**src/rtl/sort_seq_pkg.sv**
```systemverilog
// sort_seq shared defs: array geometry, word types
// and the gray-coded sequencer state enum.
package sort_seq_pkg;
  localparam int NUM_ROWS = 8;
  localparam int ADDR_W = $clog2(NUM_ROWS);

  typedef logic [ADDR_W-1:0] t_addr;
  typedef logic [7:0] t_data;

  // Gray order LOAD->KICK->SORT->DRAIN->LOAD
  typedef enum logic [1:0] {
    LOAD  = 2'b00,
    KICK  = 2'b01,
    SORT  = 2'b11,
    DRAIN = 2'b10
  } t_seq_fsm;
endpackage

```
**src/rtl/sort_seq_if.sv**
```systemverilog
// Host stream bundle: word input (in_*) and sorted
// word output (out_*), both valid/ready.
interface sort_seq_if;
  import sort_seq_pkg::*;

  logic  in_valid;
  logic  in_ready;
  t_data in_data;
  logic  out_valid;
  logic  out_ready;
  t_data out_data;
  logic  out_last;

  modport master (
    output in_valid, in_data, out_ready,
    input  in_ready, out_valid, out_data, out_last
  );

  modport slave (
    input  in_valid, in_data, out_ready,
    output in_ready, out_valid, out_data, out_last
  );
endinterface

```
**src/rtl/sort_seq_mem_port_mux.sv**
```systemverilog
// Array port select: sequencer owns it in LOAD/DRAIN,
// engine owns it in SORT. en=0 blocks all writes.
module sort_seq_mem_port_mux
  import sort_seq_pkg::*;
(
  input  t_seq_fsm state,
  input  logic     en,
  input  t_addr    cnt,
  input  logic     in_valid,
  input  t_data    in_data,
  input  t_addr    eng_rd_addr,
  input  logic     eng_wr_en,
  input  t_addr    eng_wr_addr,
  input  t_data    eng_wr_data,
  output t_addr    mem_rd_addr,
  output logic     mem_wr_en,
  output t_addr    mem_wr_addr,
  output t_data    mem_wr_data
);
  always_comb begin
    mem_rd_addr = cnt;
    mem_wr_en   = 1'b0;
    mem_wr_addr = cnt;
    mem_wr_data = in_data;
    unique case (1'b1)
      (state == LOAD): begin
        mem_wr_en = en & in_valid;
      end
      (state == SORT): begin
        mem_rd_addr = eng_rd_addr;
        mem_wr_en   = en & eng_wr_en;
        mem_wr_addr = eng_wr_addr;
        mem_wr_data = eng_wr_data;
      end
      default: ;
    endcase
  end
endmodule

```
**src/rtl/sort_seq.sv**
```systemverilog
// Sort job sequencer: load NUM_ROWS words, kick the
// engine, lend it the array, then drain sorted words.
module sort_seq
  import sort_seq_pkg::*;
(
  input  logic         clk,
  input  logic         rst,
  sort_seq_if.slave    host,
  output logic         busy,
  output logic         eng_start,
  input  logic         eng_done,
  input  t_addr        eng_rd_addr,
  output t_data        eng_rd_data,
  input  logic         eng_wr_en,
  input  t_addr        eng_wr_addr,
  input  t_data        eng_wr_data,
  output t_addr        mem_rd_addr,
  input  t_data        mem_rd_data,
  output logic         mem_wr_en,
  output t_addr        mem_wr_addr,
  output t_data        mem_wr_data
);
  t_seq_fsm state_q, state_d;
  t_addr    cnt_q, cnt_d;
  logic     last;
  logic     in_ready;
  logic     out_valid;

  assign last = (cnt_q == t_addr'(NUM_ROWS - 1));

  always_ff @(posedge clk) begin
    if (rst) begin
      state_q <= LOAD;
      cnt_q   <= '0;
    end else begin
      state_q <= state_d;
      cnt_q   <= cnt_d;
    end
  end

  // Outputs are masked by rst so the reset cycle
  // is quiet no matter which state we were in.
  always_comb begin
    state_d   = state_q;
    cnt_d     = cnt_q;
    in_ready  = 1'b0;
    out_valid = 1'b0;
    eng_start = 1'b0;
    unique case (state_q)
      LOAD: begin
        in_ready = ~rst;
        if (host.in_valid) begin
          cnt_d = last ? '0 : cnt_q + 1'b1;
          if (last) state_d = KICK;
        end
      end
      KICK: begin
        eng_start = ~rst;
        state_d   = SORT;
      end
      SORT: begin
        if (eng_done) begin
          state_d = DRAIN;
          cnt_d   = '0;
        end
      end
      DRAIN: begin
        out_valid = ~rst;
        if (host.out_ready) begin
          cnt_d = last ? '0 : cnt_q + 1'b1;
          if (last) state_d = LOAD;
        end
      end
      default: ;
    endcase
  end

  assign host.in_ready  = in_ready;
  assign host.out_valid = out_valid;
  assign host.out_data  = mem_rd_data;
  assign host.out_last  = out_valid & last;
  assign busy           = (state_q != LOAD) & ~rst;
  assign eng_rd_data    = mem_rd_data;

  sort_seq_mem_port_mux u_mux (
    .state       (state_q),
    .en          (~rst),
    .cnt         (cnt_q),
    .in_valid    (host.in_valid),
    .in_data     (host.in_data),
    .eng_rd_addr (eng_rd_addr),
    .eng_wr_en   (eng_wr_en),
    .eng_wr_addr (eng_wr_addr),
    .eng_wr_data (eng_wr_data),
    .mem_rd_addr (mem_rd_addr),
    .mem_wr_en   (mem_wr_en),
    .mem_wr_addr (mem_wr_addr),
    .mem_wr_data (mem_wr_data)
  );
endmodule

```
**src/flat_wrapper.sv**
```systemverilog
// flat-port wrapper written by rule: the top's interface ports become plain ports
module sort_seq_flat import sort_seq_pkg::*;
  (clk, rst, busy, eng_start, eng_done, eng_rd_addr, eng_rd_data, eng_wr_en, eng_wr_addr, eng_wr_data, mem_rd_addr, mem_rd_data, mem_wr_en, mem_wr_addr, mem_wr_data, host_in_valid, host_in_data, host_out_ready, host_in_ready, host_out_valid, host_out_data, host_out_last);
  sort_seq_if host_i ();
  input  logic clk;
  input  logic rst;
  output logic busy;
  output logic eng_start;
  input  logic eng_done;
  input  t_addr eng_rd_addr;
  output t_data eng_rd_data;
  input  logic eng_wr_en;
  input  t_addr eng_wr_addr;
  input  t_data eng_wr_data;
  output t_addr mem_rd_addr;
  input  t_data mem_rd_data;
  output logic mem_wr_en;
  output t_addr mem_wr_addr;
  output t_data mem_wr_data;
  input wire logic [$bits(host_i.in_valid)-1:0] host_in_valid;
  input wire logic [$bits(host_i.in_data)-1:0] host_in_data;
  input wire logic [$bits(host_i.out_ready)-1:0] host_out_ready;
  output wire logic [$bits(host_i.in_ready)-1:0] host_in_ready;
  output wire logic [$bits(host_i.out_valid)-1:0] host_out_valid;
  output wire logic [$bits(host_i.out_data)-1:0] host_out_data;
  output wire logic [$bits(host_i.out_last)-1:0] host_out_last;
  assign host_i.in_valid = host_in_valid;
  assign host_i.in_data = host_in_data;
  assign host_i.out_ready = host_out_ready;
  assign host_in_ready = host_i.in_ready;
  assign host_out_valid = host_i.out_valid;
  assign host_out_data = host_i.out_data;
  assign host_out_last = host_i.out_last;
  sort_seq u_core (.clk(clk), .rst(rst), .host(host_i), .busy(busy), .eng_start(eng_start), .eng_done(eng_done), .eng_rd_addr(eng_rd_addr), .eng_rd_data(eng_rd_data), .eng_wr_en(eng_wr_en), .eng_wr_addr(eng_wr_addr), .eng_wr_data(eng_wr_data), .mem_rd_addr(mem_rd_addr), .mem_rd_data(mem_rd_data), .mem_wr_en(mem_wr_en), .mem_wr_addr(mem_wr_addr), .mem_wr_data(mem_wr_data));
endmodule
```
**config.mk**
```make
export PLATFORM = sky130hd
export DESIGN_NAME = sort_seq_flat
export DESIGN_NICKNAME = d
export VERILOG_FILES = /design/src/rtl/sort_seq_pkg.sv /design/src/rtl/sort_seq_if.sv /design/src/rtl/sort_seq_mem_port_mux.sv /design/src/rtl/sort_seq.sv /design/src/flat_wrapper.sv
export SDC_FILE = /design/constraint.sdc
export NUM_CORES = 1
export LEC_CHECK = 0
export ABC_CLOCK_PERIOD_IN_PS = 2100
export CORE_MARGIN = 2
export CORE_UTILIZATION = 29
export CTS_CLUSTER_SIZE = 24
export DETAILED_ROUTE_END_ITERATION = 6
export GPL_TIMING_DRIVEN = 0
export PLACE_DENSITY = 0.81
export SLEW_MARGIN = 15
export SYNTH_ARGS = -nofsm -noshare
export SYNTH_HDL_FRONTEND = slang
export SYNTH_SLANG_ARGS = --single-unit
```
**constraint.sdc**
```tcl
create_clock -name clk -period 2.1 [get_ports clk]
set_input_delay 0.63 -clock clk [delete_from_list [all_inputs] [get_ports clk]]
set_output_delay 0.63 -clock clk [all_outputs]
set_load 0.02 [all_outputs]
```
* Word level (Yosys, flattened, before mapping)
Cells that the tools add are included. W data, S select, Z words.
Word-level totals: output and inout bits 36, word-level logic and storage cells 40, register bits after elaboration 5, input port bits 36
Operators by class: bitwise operators 5, add/subtract/negate cells 1, equality and inequality tests 9, multiplexer cells 18, reductions and logical operators 5
Operator list (count):
- $mux W3 | 6
- $mux W2 | 5
- $pmux W3 S3 | 1
- $mux W8 | 1
- $pmux W2 S4 | 1
- $ne A2 B2 Y1 const B | 3
- $reduce_and A5 Y1 | 1
- $and A1 B1 Y1 | 4
- $eq A2 B2 Y1 const B | 2
- $ne A2 B1 Y1 const B | 2
- $reduce_and A4 Y1 | 1
- $add A3 B1 Y3 const B | 1
- $eq A3 B3 Y1 const B | 1
- $mux W1 | 3
- $reduce_bool A3 Y1 | 1
- $eq A2 B1 Y1 const B | 1
- $logic_not A2 Y1 | 1
- $pmux W1 S2 | 1
- $reduce_bool A2 Y1 | 1
- $not A1 Y1 | 1

* Longest topological paths before layout
Gate-level depths: netlist of run 1.
depth after elaboration 4, depth in mapped cells 6

* Cells and area by module
From an unflattened synthesis of run 1, not the netlist that was laid out.
Second synthesis, totals: cells, all modules 77, area, all modules 619.3 µm²
By module, submodules not included:
- sort_seq | times used 1, cells an instance 49, area an instance 409.1 µm², seq. area each 100.1 µm²
- sort_seq_mem_port_mux | times used 1, cells an instance 28, area an instance 210.2 µm², seq. area each 0.0 µm²

* Worst setup path before layout of run 1
No wires, ideal clock.
path kind input to output, from in rst, to out host_out_last, cell stages on the path 3, path buffers 1, path slack -0.016 ns, data arrival time 1.486 ns, path through clkbuf_1 > nor2b_1 > and2_1
On the way: word-level cells in the longest chain between the ends 3
RTL lines:
- start, declared | RTL line flat_wrapper.sv:6 | input logic rst;
- $not A1 Y1 | RTL line sort_seq.sv:68 | out_valid = ~rst;
- $mux W1 | RTL line sort_seq.sv:49 | unique case (state_q)
- net host_out_valid | RTL line flat_wrapper.sv:24 | output wire logic [$bits(host_i.out_valid)-1:0] host_out_valid;
- $and A1 B1 Y1 | RTL line sort_seq.sv:81 | assign host.out_last = out_valid & last;
- end, declared | RTL line flat_wrapper.sv:26 | output wire logic [$bits(host_i.out_last)-1:0] host_out_last;
The timed path passes the listed nets, and every way through them passes these cells.

* Worst setup path after layout of run 1
from in host_in_data[7], to out mem_wr_data[7]
On the way: word-level cells in the longest chain between the ends 1
RTL lines:
- start, declared | RTL line flat_wrapper.sv:21 | input wire logic [$bits(host_i.in_data)-1:0] host_in_data;
- $mux W8 | RTL line sort_seq_mem_port_mux.sv:25 | unique case (1'b1)
- end, declared | RTL line flat_wrapper.sv:19 | output t_data mem_wr_data;
Every way passes these cells.

==> impl_metrics.py, run 1 <==
metrics = {
    "placed_design": {
        "place.gp.congestion": 0.738,
        "place_hpwl_um": 1700,
        "dpl_cell_area_mm2": 0.00136,
        "port-buffer-count": 62,
    },
    "power_and_ir_drop": {
        "power_density_mw_per_mm2": 353,
        "total_power_mw": 0.490,
        "p_leak_nw": 0.640,
        "vdd_ir_drop_max_mv": 0.253,
    },
    "logic_synthesis": {
        "yosys.cell_types.count": 23,
        "basic_gate_share_of_the_synthesized_area_counting_and_or_nand_and_nor_cells": 0.293,
        "number_of_warnings_issued_by_yosys": 0,
        "synth_compound_gate_area_share": 0.0754,
        "syn_inst": 83,
        "synth.yosys.seq_area_share": 0.144,
        "synth.cell_area_um2": 697,
        "largest_family_of_logic_cells_by_synthesized_area": "simple AND/OR/NAND/NOR gates",
        "synth_fa_ha_area_frac": 0.126,
        "synth_nets": 126,
        "post-synth-top-area-fraction": 0.172,
        "postSynthAreaPerCell_um2": 8.40,
        "synthDominantAreaCellType": "sky130_fd_sc_hd__buf_4",
        "synth.top_cells.by_area": "sky130_fd_sc_hd__buf_4 17%, sky130_fd_sc_hd__dfxtp_1 14%, sky130_fd_sc_hd__mux2_2 13%",
        "yosys.area_share.xor_xnor": 0,
        "synth.area.mux_share": 0.158,
        "synth.ff_latch_count": 5,
    },
    "sta": {
        "fmax_ghz": 0.479,
        "worst_slew_pin_slew_ps": 387,
        "period_needed_ps": 2090,
        "timing_hold_violations_final": 0,
        "setup_clock_skew_after_layout_ps": 4.78,
        "final.hold.worst_slack_ps": 504,
        "fin_crit_share": 0.994,
        "timing.setup.tns_ps": 0,
        "rsz_0062_raised_after_global_routing": "yes",
        "timing_max_transition_violations_final": 0,
        "finalSetupViolations": 0,
        "worst_slew_margin_rel": 0.740,
    },
    "critical_path": {
        "worstPathBufferInverterCount": 2,
        "timing.critical_path.fanout_max": 1,
        "crit_path_max_incr_delay_ps": 420,
        "worstPathCellList": "clkdlybuf4s50_1, mux2_2, buf_2",
        "arrival_ps": 1460,
        "worst_path_dominant_cell_family": "buffers and inverters",
        "cp_slowest_cell": "sky130_fd_sc_hd__clkdlybuf4s50_1",
        "timing.critical_path.required_ps": 1470,
        "critPathCaptureType": "primary output",
        "cp-start-kind": "input port",
        "critical_setup_path_class": "in -> out",
    },
    "routing": {
        "vias_per_instance": 4.54,
        "drc": 0,
        "drt-initial-drc-count": 4,
        "detailed_route_via_count": 813,
        "post_drt_wl_per_cell_um": 11.9,
        "ant_nets": 0,
        "finalWirelength_um": 2130,
        "drt_pre_antenna_iters": 4,
    },
    "clocking": {
        "cts_tree": "yes",
        "clk_path_buf_depth": 2,
        "path_clk_slew_ps": 40,
        "number_of_h_tree_levels": 1,
        "cts_root_buf": "sky130_fd_sc_hd__clkbuf_4",
        "cts_made_buffers": 3,
        "clock_latency_ps": 240,
        "cts-hold-fix-buffers": 0,
        "clock_sink_count": 5,
    },
    "floorplan": {
        "floorplan.io_pins": 72,
        "start_util": 0.312,
        "rows": 17,
        "fp.dieH_um": 53.0,
        "core_area_mm2": 0.00223,
        "die_x_um": 53.0,
        "dieArea_mm2": 0.00281,
    },
    "grt": {
        "grt-ovfl-total": 0,
        "wire_length_of_the_first_global_routing_pass_um": 3120,
        "maximum_number_of_pins_on_one_net_before_global_route_repair": 11,
        "vias_in_the_first_global_route": 801,
        "antenna_violations_before_repair": 0,
        "grt.total_usage": 0.154,
    },
    "outcome": {
        "status": "completed",
    },
    "job": {
        "maxCapViolations": 0,
    },
    "cells_and_area": {
        "n_antenna_cell": 0,
        "finish.net_count": 195,
        "final_area_mm2": 0.00139,
        "synthToLayoutAreaGrowth_pct": 98.7,
        "post_route_cells_drive_above_1_share": 0.424,
    },
    "worst_hold_path": {
        "hold_class": "reg -> reg",
    },
}
## sequential cells by signal, summed over array words and instances (netlist names)
name	flops
u_core.state_q	2
u_core.cnt_q	3
## worst reg2reg max path, cell delays in order (launching register included)
cell,delay (ps)
sky130_fd_sc_hd__dfxtp_2,360
sky130_fd_sc_hd__inv_1,100
sky130_fd_sc_hd__ha_1,230
sky130_fd_sc_hd__and2b_1,200
sky130_fd_sc_hd__or4_4,560
sky130_fd_sc_hd__nor3_2,140
sky130_fd_sc_hd__a211oi_2,60
## per-stage QoR
stage,std cells,utilization,setup WS [ps]
2_1_floorplan,83,-,68.8
3_3_place_gp,173,0.607,-488
3_5_place_dp,173,0.607,-541
4_1_cts,177,0.615,-7.91
5_1_grt,179,0.620,-20.3
6_report,179,0.620,11.6
## synthesized netlist by cell type
master,count
sky130_fd_sc_hd__a221oi_2,1
sky130_fd_sc_hd__nor2b_1,4
sky130_fd_sc_hd__ha_1,7
sky130_fd_sc_hd__nor2b_4,1
sky130_fd_sc_hd__nor4_4,1
sky130_fd_sc_hd__and2b_1,1
sky130_fd_sc_hd__and2_1,1
sky130_fd_sc_hd__dfxtp_1,5
sky130_fd_sc_hd__nand2_1,12
sky130_fd_sc_hd__a211oi_2,1
sky130_fd_sc_hd__or4_4,1
sky130_fd_sc_hd__buf_4,16
sky130_fd_sc_hd__nand2b_1,5
sky130_fd_sc_hd__mux2i_1,2
sky130_fd_sc_hd__o21ba_2,1
sky130_fd_sc_hd__clkbuf_1,3
sky130_fd_sc_hd__mux2_2,8
sky130_fd_sc_hd__nor3_1,2
sky130_fd_sc_hd__inv_1,3
sky130_fd_sc_hd__nor3_2,1
sky130_fd_sc_hd__a21oi_1,3
sky130_fd_sc_hd__nand3b_1,2
sky130_fd_sc_hd__nor2_1,2
## what timing repair did
item                                    CTS  global route
endpoints found under the setup margin   20            16
setup buffers                             0             2
gates resized for setup                  78            25
gates cloned                              0             0
pin swaps                                 1             2
## cell families (layout without fill, tap and decap cells)
group                    Yosys count  after routing
flip-flops                         5              5
AND/OR/NAND/NOR                   33             33
buffers and inverters             22             90
AO/OA/AOI/OAI                      6              6
multiplexers                      10             10
adder cells (fa/ha/maj)            7              7
## final cells by class
class / instances / area [um^2]
Timing Repair Buffer: 64 / 579
Multi-Input combinational cell: 56 / 480
Buffer: 19 / 148
Fill cell: 203 / 848
Tap cell: 28 / 35.0
Inverter: 3 / 11.3
Sequential cell: 5 / 105
Clock buffer: 4 / 26.3
## final timing paths
path / cells past startpoint / from / to / slack [ps]
max: 3 / host_in_data[7] / mem_wr_data[7] / 10
min: 2 / u_core.cnt_q[1] / u_core.cnt_q[1] / 500
max reg2reg: 6 / u_core.state_q[1] / u_core.state_q[1] / 320
min reg2reg: 2 / u_core.cnt_q[1] / u_core.cnt_q[1] / 500
## metal layers
metal | track usage | vias up | part of all wire
li1 | - | 394 | -
met1 | 0.149 | 351 | 0.37
met2 | 0.267 | 63 | 0.45
met3 | 0.0621 | 5 | 0.15
met4 | 0.103 | 0 | 0.022
met5 | 0 | - | 0
## cells in the final DEF, fill, tap and decap left out, drive strengths merged, types with 2 or more instances in the layout
| cell type | synthesis | layout |
|---|---|---|
| a21oi | 3 | 3 |
| buf | 16 | 36 |
| clkbuf | 3 | 6 |
| clkdlybuf4s50 | 0 | 39 |
| dfxtp | 5 | 5 |
| dlygate4sd2 | 0 | 4 |
| ha | 7 | 7 |
| inv | 3 | 3 |
| mux2 | 8 | 8 |
| mux2i | 2 | 2 |
| nand2 | 12 | 12 |
| nand2b | 5 | 5 |
| nand3b | 2 | 2 |
| nor2 | 2 | 2 |
| nor2b | 5 | 5 |
| nor3 | 3 | 3 |
## power breakdown
part | switching [mW] | internal, mW | leakage, nW
clock network | 0.0396 | 0.0718 | 0.0150
registers | 0.00886 | 0.103 | 0.0420
logic | 0.118 | 0.148 | 0.583
(Power assumes the default switching activity.)
==> run 2: changes to the inputs <==
- CTS_BUF_LIST: default -> sky130_fd_sc_hd__clkbuf_4 sky130_fd_sc_hd__clkbuf_8
- SLEW_MARGIN: 15 -> 20
==> run 2 against run 1 <==
  * Power rose by 2.8%
  * Largest power group unchanged
  * Global-route usage rose by 0.059 points
  * Critical endpoint unchanged
  * Clock skew is 0.95 ps lower
  * Core utilization rose by 0.28 points
  * Sequential share of layout area about the same
  * Die area unchanged
  * Count of clock-buffer cells in the layout is the same
  * Combinational power hardly changed
  * Clock power rose by 14%
  * Flip-flop and latch count unchanged
  * Hold slack lost 0.56 ps
  * Non-clock buffer count unchanged
==> impl_metrics.py, run 2 (synthesis gave the netlist of run 1 again) <==
metrics = {
    "critical_path": {
        "critical_setup_path_class": "in -> out",
        "critPathCaptureType": "primary output",
        "timing.critical_path.required_ps": 1470,
        "crit_path_max_incr_delay_ps": 420,
        "timing.critical_path.fanout_max": 1,
        "arrival_ps": 1460,
        "worstPathCellList": "clkdlybuf4s50_1, mux2_2, buf_2",
        "cp-start-kind": "input port",
        "cp_slowest_cell": "sky130_fd_sc_hd__clkdlybuf4s50_1",
    },
    "clocking": {
        "cts-hold-fix-buffers": 0,
        "cts_tree": "yes",
        "cts_made_buffers": 3,
        "path_clk_slew_ps": 40,
        "clock_sink_count": 5,
        "clock_latency_ps": 240,
        "clk_path_buf_depth": 2,
        "number_of_h_tree_levels": 1,
        "cts_root_buf": "sky130_fd_sc_hd__clkbuf_4",
    },
    "routing": {
        "ant_nets": 0,
        "post_drt_wl_per_cell_um": 11.9,
        "finalWirelength_um": 2130,
        "drc": 0,
        "drt_pre_antenna_iters": 4,
        "vias_per_instance": 4.51,
        "detailed_route_via_count": 807,
        "drt-initial-drc-count": 5,
    },
    "cells_and_area": {
        "post_route_cells_drive_above_1_share": 0.430,
        "finish.net_count": 195,
        "layoutNonFillerInstCount": 179,
        "n_antenna_cell": 0,
        "top_register": "u_core.cnt_q",
        "final_cell_mix": "39 x sky130_fd_sc_hd__clkdlybuf4s50_1, 18 x sky130_fd_sc_hd__buf_4, 12 x sky130_fd_sc_hd__nand2_1",
        "mostFrequentLayoutCell": "sky130_fd_sc_hd__clkdlybuf4s50_1",
        "largest_registers": "u_core.cnt_q: 3 flops, u_core.state_q: 2 flops",
        "largest_register_ffs": 3,
        "final_area_mm2": 0.00139,
        "synthToLayoutAreaGrowth_pct": 99.6,
    },
    "outcome": {
        "status": "completed",
    },
    "power_and_ir_drop": {
        "p_leak_nw": 0.647,
        "power_density_mw_per_mm2": 362,
        "power.share.switching": 0.333,
        "clockPowerShare": 0.249,
        "total_switching_power_mw": 0.168,
        "power.share.combinational": 0.528,
        "vdd_ir_drop_max_mv": 0.255,
        "seqPwrFrac": 0.222,
        "p_int_mw": 0.336,
    },
    "sta": {
        "finalSetupViolations": 0,
        "period_needed_ps": 2090,
        "setup_clock_skew_after_layout_ps": 3.83,
        "timing.setup.tns_ps": 0,
        "worst_slew_pin_slew_ps": 391,
        "fmax_ghz": 0.479,
        "worst_slew_margin_rel": 0.738,
        "timing_max_transition_violations_final": 0,
        "timing_hold_violations_final": 0,
        "fin_crit_share": 0.995,
    },
    "floorplan": {
        "die_x_um": 53.0,
        "dieArea_mm2": 0.00281,
        "start_util": 0.312,
        "fp.dieH_um": 53.0,
        "rows": 17,
        "floorplan.io_pins": 72,
        "core_area_mm2": 0.00223,
    },
    "grt": {
        "wire_length_of_the_first_global_routing_pass_um": 3110,
        "grt.total_usage": 0.155,
        "maximum_number_of_pins_on_one_net_before_global_route_repair": 11,
        "antenna_violations_before_repair": 0,
        "vias_in_the_first_global_route": 789,
        "grt-ovfl-total": 0,
    },
    "worst_hold_path": {
        "hold_class": "reg -> reg",
    },
    "placed_design": {
        "dpl.cell_count": 173,
        "port-buffer-count": 62,
        "place_hpwl_um": 1700,
        "dpl_cell_area_mm2": 0.00136,
        "place.gp.congestion": 0.738,
    },
    "job": {
        "maxCapViolations": 0,
    },
}
## run 2: layout make-up
| type | count | area (um^2) |
|---|---|---|
| plain buffers | 19 | 151 |
| clock buffers | 4 | 30.0 |
| fillers | 202 | 842 |
| inverters | 3 | 11.3 |
| multi-input cells | 56 | 480 |
| flip-flops and latches | 5 | 105 |
| well taps | 28 | 35.0 |
| repair buffers | 64 | 578 |
## run 2: worst max-delay path: cells and delay by family
| kind | cells | cell delay [ps] |
|---|---|---|
| buffers and inverters | 2 | 580 |
| muxes | 1 | 260 |
## run 2: power groups by stage
stage	Combinational, mW	Sequential (mW)	Clock (mW)
global route	0.285	0.112	0.140
finish	0.266	0.112	0.126
floorplan	0.146	0.111	0
CTS	0.268	0.112	0.127
detailed placement	0.283	0.112	0
global placement	0.278	0.112	0
## run 2: through the flow
| step | util | hold slack [ps] | worst slack (ps) | total power, mW |
|---|---|---|---|---|
| final | 0.623 | 503 | 11.5 | 0.503 |
| after global routing | 0.623 | 523 | -0.0824 | 0.538 |
| after CTS | 0.616 | 507 | -3.46 | 0.507 |
| after detailed placement | 0.607 | 499 | -541 | 0.396 |
| after global placement | 0.607 | 474 | -488 | 0.390 |
| after floorplan | - | 463 | 68.8 | 0.257 |
## run 2: path summary, 6_finish.rpt
| check | start | end | slack (ps) | depth (start not counted) |
|---|---|---|---|---|
| worst max-delay path | host_in_data[7] | mem_wr_data[7] | 10 | 3 |
| worst min-delay path | u_core.cnt_q[1] | u_core.cnt_q[1] | 500 | 2 |
| worst max register to register | u_core.state_q[1] | u_core.state_q[0] | 320 | 5 |
| worst min register to register | u_core.cnt_q[1] | u_core.cnt_q[1] | 500 | 2 |
## run 2: routing by layer
metal	up-vias	track usage	wire, um
li1	394	-	-
met3	5	0.0650	326
met1	345	0.147	805
met2	63	0.269	952
met4	0	0.103	46
met5	-	0	0
## run 2: repair_timing
item | 4_1_cts | 5_1_grt
pin swaps | 1 | 2
endpoints found under the setup margin | 20 | 15
gates resized for setup | 77 | 26
gates cloned | 0 | 0
buffers inserted | 0 | 2
